### config.mk
export PLATFORM = sky130hd
export DESIGN_NAME = flexbex_efpga_cfu_ctrl
export DESIGN_NICKNAME = d
export VERILOG_FILES = /design/src/rtl/flexbex_efpga_cfu_ctrl.sv
export SDC_FILE = /design/constraint.sdc
export NUM_CORES = 1
export LEC_CHECK = 0
export ABC_AREA = 1
export ABC_CLOCK_PERIOD_IN_PS = 1780
export BUFFER_PORTS_ARGS = -buffer_cell sky130_fd_sc_hd__buf_2
export CORE_ASPECT_RATIO = 0.5
export CORE_MARGIN = 5
export CORE_UTILIZATION = 35
export CTS_BUF_LIST = sky130_fd_sc_hd__clkbuf_8
export DETAILED_ROUTE_END_ITERATION = 8
export GPL_ROUTABILITY_DRIVEN = 0
export PLACE_DENSITY = 0.64
export SYNTH_ARGS = -nofsm -noshare
export SYNTH_HDL_FRONTEND = slang
export SYNTH_SLANG_ARGS = --single-unit
### constraint.sdc
create_clock -name clk -period 1.78 [get_ports clk]
set_input_delay 0.356 -clock clk [delete_from_list [all_inputs] [get_ports clk]]
set_output_delay 0.356 -clock clk [all_outputs]
set_load 0.01 [all_outputs]
### src/rtl/flexbex_efpga_cfu_ctrl.sv
// eFPGA custom-function-unit sequencer: launches one fabric operation per accepted instruction
// and returns a selected result after a fixed delay or a fabric done handshake (with timeout).
module flexbex_efpga_cfu_ctrl #(
    parameter int N_OPS   = 2,
    parameter int N_RES   = 3,
    parameter int OP_W    = 2,
    parameter int DELAY_W = 4,
    parameter int SEL_W   = 2,
    parameter int TIMEOUT = 255
) (
    input  logic                  clk,
    input  logic                  rst_n,
    input  logic                  en_i,
    input  logic                  flush_i,
    input  logic [OP_W-1:0]       operator_i,
    input  logic [DELAY_W-1:0]    delay_i,
    input  logic [SEL_W-1:0]      res_sel_i,
    input  logic [N_OPS*32-1:0]   operands_i,
    output logic [N_OPS*32-1:0]   efpga_operands_o,
    output logic [OP_W-1:0]       efpga_operator_o,
    output logic                  efpga_write_strobe_o,
    input  logic                  efpga_done_i,
    input  logic [N_RES*32-1:0]   efpga_results_i,
    output logic [31:0]           result_o,
    output logic                  ready_o,
    output logic                  err_o,
    output logic                  busy_o,
    output logic [1:0]            dbg_state
);

    localparam int TO_W  = $clog2(TIMEOUT + 1);
    localparam int CNT_W = (DELAY_W > TO_W) ? DELAY_W : TO_W;
    localparam logic [CNT_W-1:0] TIMEOUT_C = CNT_W'(TIMEOUT);

    localparam logic [1:0] IDLE   = 2'd0;
    localparam logic [1:0] LAUNCH = 2'd1;
    localparam logic [1:0] WAIT   = 2'd2;
    localparam logic [1:0] RESP   = 2'd3;

    logic [1:0]          state_q, state_d;
    logic [N_OPS*32-1:0] ops_q;
    logic [OP_W-1:0]     op_q;
    logic [DELAY_W-1:0]  delay_q;
    logic [SEL_W-1:0]    sel_q;
    logic [CNT_W-1:0]    cnt_q;
    logic [31:0]         result_q;
    logic                err_q;
    logic                complete;
    logic                timeout;
    logic [31:0]         sel_result;

    // Handshake: en_i is a request sampled only in IDLE (no back-pressure signal); ready_o is a
    // one-cycle pulse in RESP, and result_o/err_o stay valid from that pulse until the next one.
    always_comb begin
        state_d  = state_q;
        complete = 1'b0;
        timeout  = 1'b0;
        case (state_q)
            IDLE:   if (en_i && !flush_i) state_d = LAUNCH;
            LAUNCH: state_d = flush_i ? IDLE : WAIT;
            WAIT: begin
                if (flush_i) begin
                    state_d = IDLE;
                end else begin
                    if (delay_q != '0) begin
                        complete = (cnt_q == CNT_W'(delay_q));
                    end else if (efpga_done_i) begin
                        complete = 1'b1;
                    end else if (cnt_q == TIMEOUT_C) begin
                        complete = 1'b1;
                        timeout  = 1'b1;
                    end
                    if (complete) state_d = RESP;
                end
            end
            default: state_d = IDLE;
        endcase
    end

    // Out-of-range selects fall through to zero.
    always_comb begin
        sel_result = '0;
        for (int k = 0; k < N_RES; k++) begin
            if (int'(sel_q) == k) sel_result = efpga_results_i[k*32 +: 32];
        end
    end

    always_ff @(posedge clk or negedge rst_n) begin
        if (!rst_n) begin
            state_q  <= IDLE;
            ops_q    <= '0;
            op_q     <= '0;
            delay_q  <= '0;
            sel_q    <= '0;
            cnt_q    <= '0;
            result_q <= '0;
            err_q    <= 1'b0;
        end else begin
            state_q <= state_d;
            if (state_q == IDLE && en_i && !flush_i) begin
                ops_q   <= operands_i;
                op_q    <= operator_i;
                delay_q <= delay_i;
                sel_q   <= res_sel_i;
                cnt_q   <= '0;
            end
            if (state_q == LAUNCH) cnt_q <= CNT_W'(1);
            if (state_q == WAIT && !complete) cnt_q <= cnt_q + CNT_W'(1);
            if (complete) begin
                result_q <= timeout ? 32'd0 : sel_result;
                err_q    <= timeout;
            end
        end
    end

    assign efpga_operands_o     = ops_q;
    assign efpga_operator_o     = op_q;
    assign efpga_write_strobe_o = (state_q == LAUNCH) && !flush_i;
    assign ready_o              = (state_q == RESP) && !flush_i;
    assign result_o             = result_q;
    assign err_o                = err_q;
    assign busy_o               = (state_q != IDLE);
    assign dbg_state            = state_q;

endmodule

# After elaboration in Yosys (flattened, before gate mapping)
# Index checks and enable logic that the tools add are counted.
totals:
  ff_bits: 115
  inputBits: 173
classes:
  reduce_logical: 14
  n_eq_ne: 9
  addsub: 1
  n_mux: 23
op_table:
  columns: ["op", "n"]
  rows:
  - ["$mux W32", 4]
  - ["$mux W8", 3]
  - ["$mux W1", 11]
  - ["$add A8 B1 Y8 const B", 1]
  - ["$eq A2 B2 Y1 const B", 4]
  - ["$eq A8 B4 Y1", 1]
  - ["$eq A8 B8 Y1 const B", 1]
  - ["$mux W2", 4]
  - ["$logic_and A1 B1 Y1", 6]
  - ["$pmux W2 S3", 1]
  - ["$logic_not A2 Y1", 2]
  - ["$reduce_bool A4 Y1", 1]
  - ["$ne A3 B3 Y1 const B", 1]
  - ["$reduce_bool A3 Y1", 1]
  - ["$eq A2 B1 Y1 const B", 1]
  - ["$logic_not A1 Y1", 2]
  - ["$ne A2 B2 Y1 const B", 1]
  - ["$reduce_and A2 Y1", 1]
  - ["$reduce_bool A2 Y1", 1]

# Longest topological paths before layout
depth:
  ltp_word: 11
  depth_mapped: 11
  ltp_nobuf: 11

# Worst setup path before layout
# OpenSTA, ideal clock, no wires.
synth_timing:
  path_kind: "register -> register"
  start: "register cnt_q[0]"
  end: "register result_q[2] (netlist: result_o[2])"
  path_buffers: 1
  slack_ns: 0.176
  setup_time_ns: 0.121
  stages_incl_launch_ff: 10
  arrival_ns: 1.484
  path_cell_list: "dfrtp_1 > ha_1 > nand3_2 > nor3_2 > nand2_1 > nand2_2 > nand2_4 > clkbuf_1 > o21ai_0 > nand2_1"
synth_via:
  elab_chain_len: 8
  word_cells_on_any_way: 14
  cone_classes: "2 x eq/ne; 12 x mux"
synth_rtl:
  columns: ["element", "line", "rtl"]
  rows:
  - ["start: declaration", "45", "logic [CNT_W-1:0] cnt_q;"]
  - ["start signal: assignment", "108", "if (state_q == WAIT && !complete) cnt_q <= cnt_q + CNT_W'(1);"]
  - ["$eq A8 B8 Y1", "69", "end else if (cnt_q == TIMEOUT_C) begin"]
  - ["$mux W1", "69", null]
  - ["$mux W1", "67", "end else if (efpga_done_i) begin"]
  - ["$mux W1", "65", "if (delay_q != '0) begin"]
  - ["$mux W1", "62", "if (flush_i) begin"]
  - ["$mux W1", "58", "case (state_q)"]
  - ["$mux W1", "62", null]
  - ["$mux W1", "58", null]
  - ["end signal: assignment", "110", "result_q <= timeout ? 32'd0 : sel_result;"]
  - ["end: declaration", "46", "logic [31:0] result_q;"]
# Parallel ways exist; a longest one is shown, timed or not. The select of a mux whose other input is x is not followed.
# A chain may end at the register's enable or synchronous reset.

# Worst setup path in the final report
layout_timing:
  start: "register cnt_q[0]"
  end: "register result_q[11] (netlist: result_o[11])"
# The elaborated chain is that of the path after synthesis.

==> run_results.csv <==
group,metric,value,unit
run_status,outcome,"complete, no violations",
floorplan,ios,277,
timing,rsz0062_at_grt,"true",
routing,avgRoutedWirePerCell,14.3,um
finish,syn_to_final_growth,41.0,%
logic_synthesis,syn_nets,865,
finish,fin_util,0.511,
critical_path,worstSetupEndpoint,"result_o[11]",
critical_path,crit_path_start_kind,"flip-flop",
timing,report.final.slew_viol_count,0,
logic_synthesis,yosysWarningCount,0,
routing,drt_pre_antenna_iters,4,
power_and_ir_drop,p_per_area,1620,nW/um^2
critical_path,cp_max_fo,20,
grt,met1_usage,0.232,
cts,cts_buffers,17,
cts,cts_htree_levels,4,
logic_synthesis,synthArstFlopShare,1.00,
cts,cts.sinks,115,
routing,via_per_inst,4.64,
grt,grt_first_pass_wirelength,27500,um
grt,gr-usage-met2,0.327,
logic_synthesis,synth_commonest_cells,"363 x nand2_1, 115 x dfrtp_1, 75 x nand3_1",
timing,period_needed,1.67,ns
logic_synthesis,synth_top_cell_by_area,"dfrtp_1",
critical_path,crit_type,"reg2reg",
placement,port_buffers,276,
logic_synthesis,synth_top_area_frac,0.540,
placement,place_ws,0.128,ns
cts,clkSlewWorstSetupHoldPaths,0.08,ns
finish,final_cells,1183,
critical_path,reg2reg_depth,9,
grt,overflow,0,
placement,dp_hpwl,12500,um
floorplan,die_w,184,um
logic_synthesis,syn-cell-area,5330,sq um
logic_synthesis,synthTopCellsByArea,"dfrtp_1 54%, nand2_1 26%, nand3_1 7.0%",
finish,drive_above_1_share,0.352,
grt,globalRouteTotalUtil,0.187,
finish,nets,1146,
floorplan,die_y,97.2,um
grt,grt_start_max_net_pins,68,
timing,fmax,598,MHz
logic_synthesis,syn_area_per_cell,7.71,sq um
logic_synthesis,synth_edf_count,0,
critical_path,rrSetupSlack,0.11,ns
logic_synthesis,synth.ff_latch_count,115,
finish,final_cell_area,7510,sq um
floorplan,num_rows,31,
grt,first_global_vias,5530,
cts,cts_max_path_buffers,2,
grt,antenna_found_initial,0,
hold_path,worstHoldStart,"operands_i[7]",
power_and_ir_drop,p_leak,4.38,nW
critical_path,crit_path_end_kind,"flip-flop",
critical_path,timing.rr.start,"cnt_q[0]",
routing,drtIter0Drc,282,
routing,num_vias,5490,
routing,antenna_left,0,
logic_synthesis,postSynthCellCount,691,
logic_synthesis,ys_seq_area_frac,0.540,
grt,top_usage_layer,"met2",
timing,fin_worst_skew,0.0123,ns
critical_path,cp-startpoint,"cnt_q[0]",
floorplan,coreArea,14700,sq um
logic_synthesis,synth_cell_types,26,
timing,fin_crit_sh,0.940,
placement,placed_area,7040,sq um
job,cap_violations,0,
finish,antenna_cells,0,
timing,hold_ws,0.125,ns
timing,hold_viol,0,
placement,dpl.cell_count,1149,
cts,tritoncts,"yes",
timing,worstMarginPinSlew,0.519,ns
floorplan,die-area,17900,sq um
floorplan,start_util,0.362,
timing,relSlewSlack,0.654,
routing,drcViolationCount,0,
critical_path,worst_ep_required_time,2.09,ns
logic_synthesis,yosysMostFrequentCell,"nand2_1",
logic_synthesis,synth_ff_type,"dfrtp_1",
finish,nFillCells,1456,
timing,setup_violations,0,
power_and_ir_drop,ir_worst_vdd,0.681,mV
timing,fin_ws,0.107,ns
critical_path,arrival,1.98,ns
hold_path,worstHoldPathType,"in2reg",
routing,drt-total-wl,16900,um
critical_path,r2r_end,"result_o[11]",
cts,clockRootBuffer,"clkbuf_8",
grt,use_met3,0.0381,
cts,insertion_delay,0.42,ns
sequential cells by signal (all words and copies together) (netlist names):
signal	flops
err_o	1
sel_q	2
cnt_q	8
efpga_operator_o	2
dbg_state	2
result_o	32
delay_q	4
efpga_operands_o	64
worst max-delay path: stages, from the launching register on:
cell and delay, ns:
dfrtp_1 0.36, ha_2 0.21, nand3_2 0.12, nor3_4 0.15, nand2_1 0.09, nand2_2 0.10, nand2_4 0.10, buf_12 0.17
o21ai_0 0.19, nand2_1 0.08
worst min path at each step:
stage | end | slack [ns] | cells past startpoint
floorplan | cnt_q[0] | 0.06 | 0
finish | efpga_operands_o[7] | 0.12 | 3
CTS | efpga_operands_o[45] | 0.1 | 3
global placement | efpga_operands_o[27] | 0.37 | 1
global route | efpga_operands_o[30] | 0.1 | 3
detailed placement | efpga_operands_o[36] | 0.37 | 1
routing by layer:
layer,wire length (um),part of all wire
met2,8590,0.51
met5,0,0
met4,335,0.020
met1,7070,0.42
met3,928,0.055
per-stage QoR:
step	total power, mW	TNS, ns
2_1_floorplan	7.20	0
3_3_place_gp	9.46	0
3_5_place_dp	9.55	0
4_1_cts	12.2	0
5_1_grt	13.1	-0.0188
6_report	12.1	0
layout by cell type (no fill, tap or decap), types with 2 or more instances in the layout:
cell type     n
clkbuf_8     18
clkinvlp_4    3
nand2_1     361
nand2_4       2
o21ai_0      33
clkinv_4      4
o21ai_1      13
buf_12        7
buf_2       275
buf_4        16
nor2_1       10
inv_1        20
xnor2_1       3
nor2_2        3
nand4_1       3
xor2_1        2
nand2_2       4
bufinv_16     3
inv_6         3
nand3_1      75
dfrtp_1     114
nand3_2       2
cells by family after synthesis:
kind of cell / count (synthesis) / synth area share
AND/OR/NAND/NOR: 463 / 0.355
AO/OA/AOI/OAI: 48 / 0.0456
buffers and inverters: 59 / 0.0484
flip-flops: 115 / 0.540
XOR/XNOR: 5 / 0.00822
adder cells (fa/ha/maj): 1 / 0.00235
power breakdown:
part	leakage (nW)	switching, mW	internal (mW)	total [mW]
clock network	0.206	1.16	1.44	2.60
logic	2.70	3.20	2.01	5.21
registers	1.47	0.603	3.72	4.32
total	4.38	4.96	7.17	12.1
layout make-up:
| class | count | area (sq um) | area share |
|---|---|---|---|
| sequential | 115 | 2880 | 0.383 |
| multi-input combinational | 517 | 2220 | 0.295 |
| timing repair buffer | 300 | 1660 | 0.221 |
| clock buffer | 18 | 248 | 0.0330 |
| tap | 198 | 248 | 0.0330 |
| clock inverter | 14 | 179 | 0.0238 |
| inverter | 21 | 78.8 | 0.0105 |
timing repair:
action / in CTS / in global routing
setup buffers: 0 / 1
gates resized for setup: 0 / 19
endpoints found under the setup margin: 0 / 40
hold buffers: 1 / 0
hold endpoints to repair: 34 / 0
No activity file was read; power rests on OpenSTA's default activity.
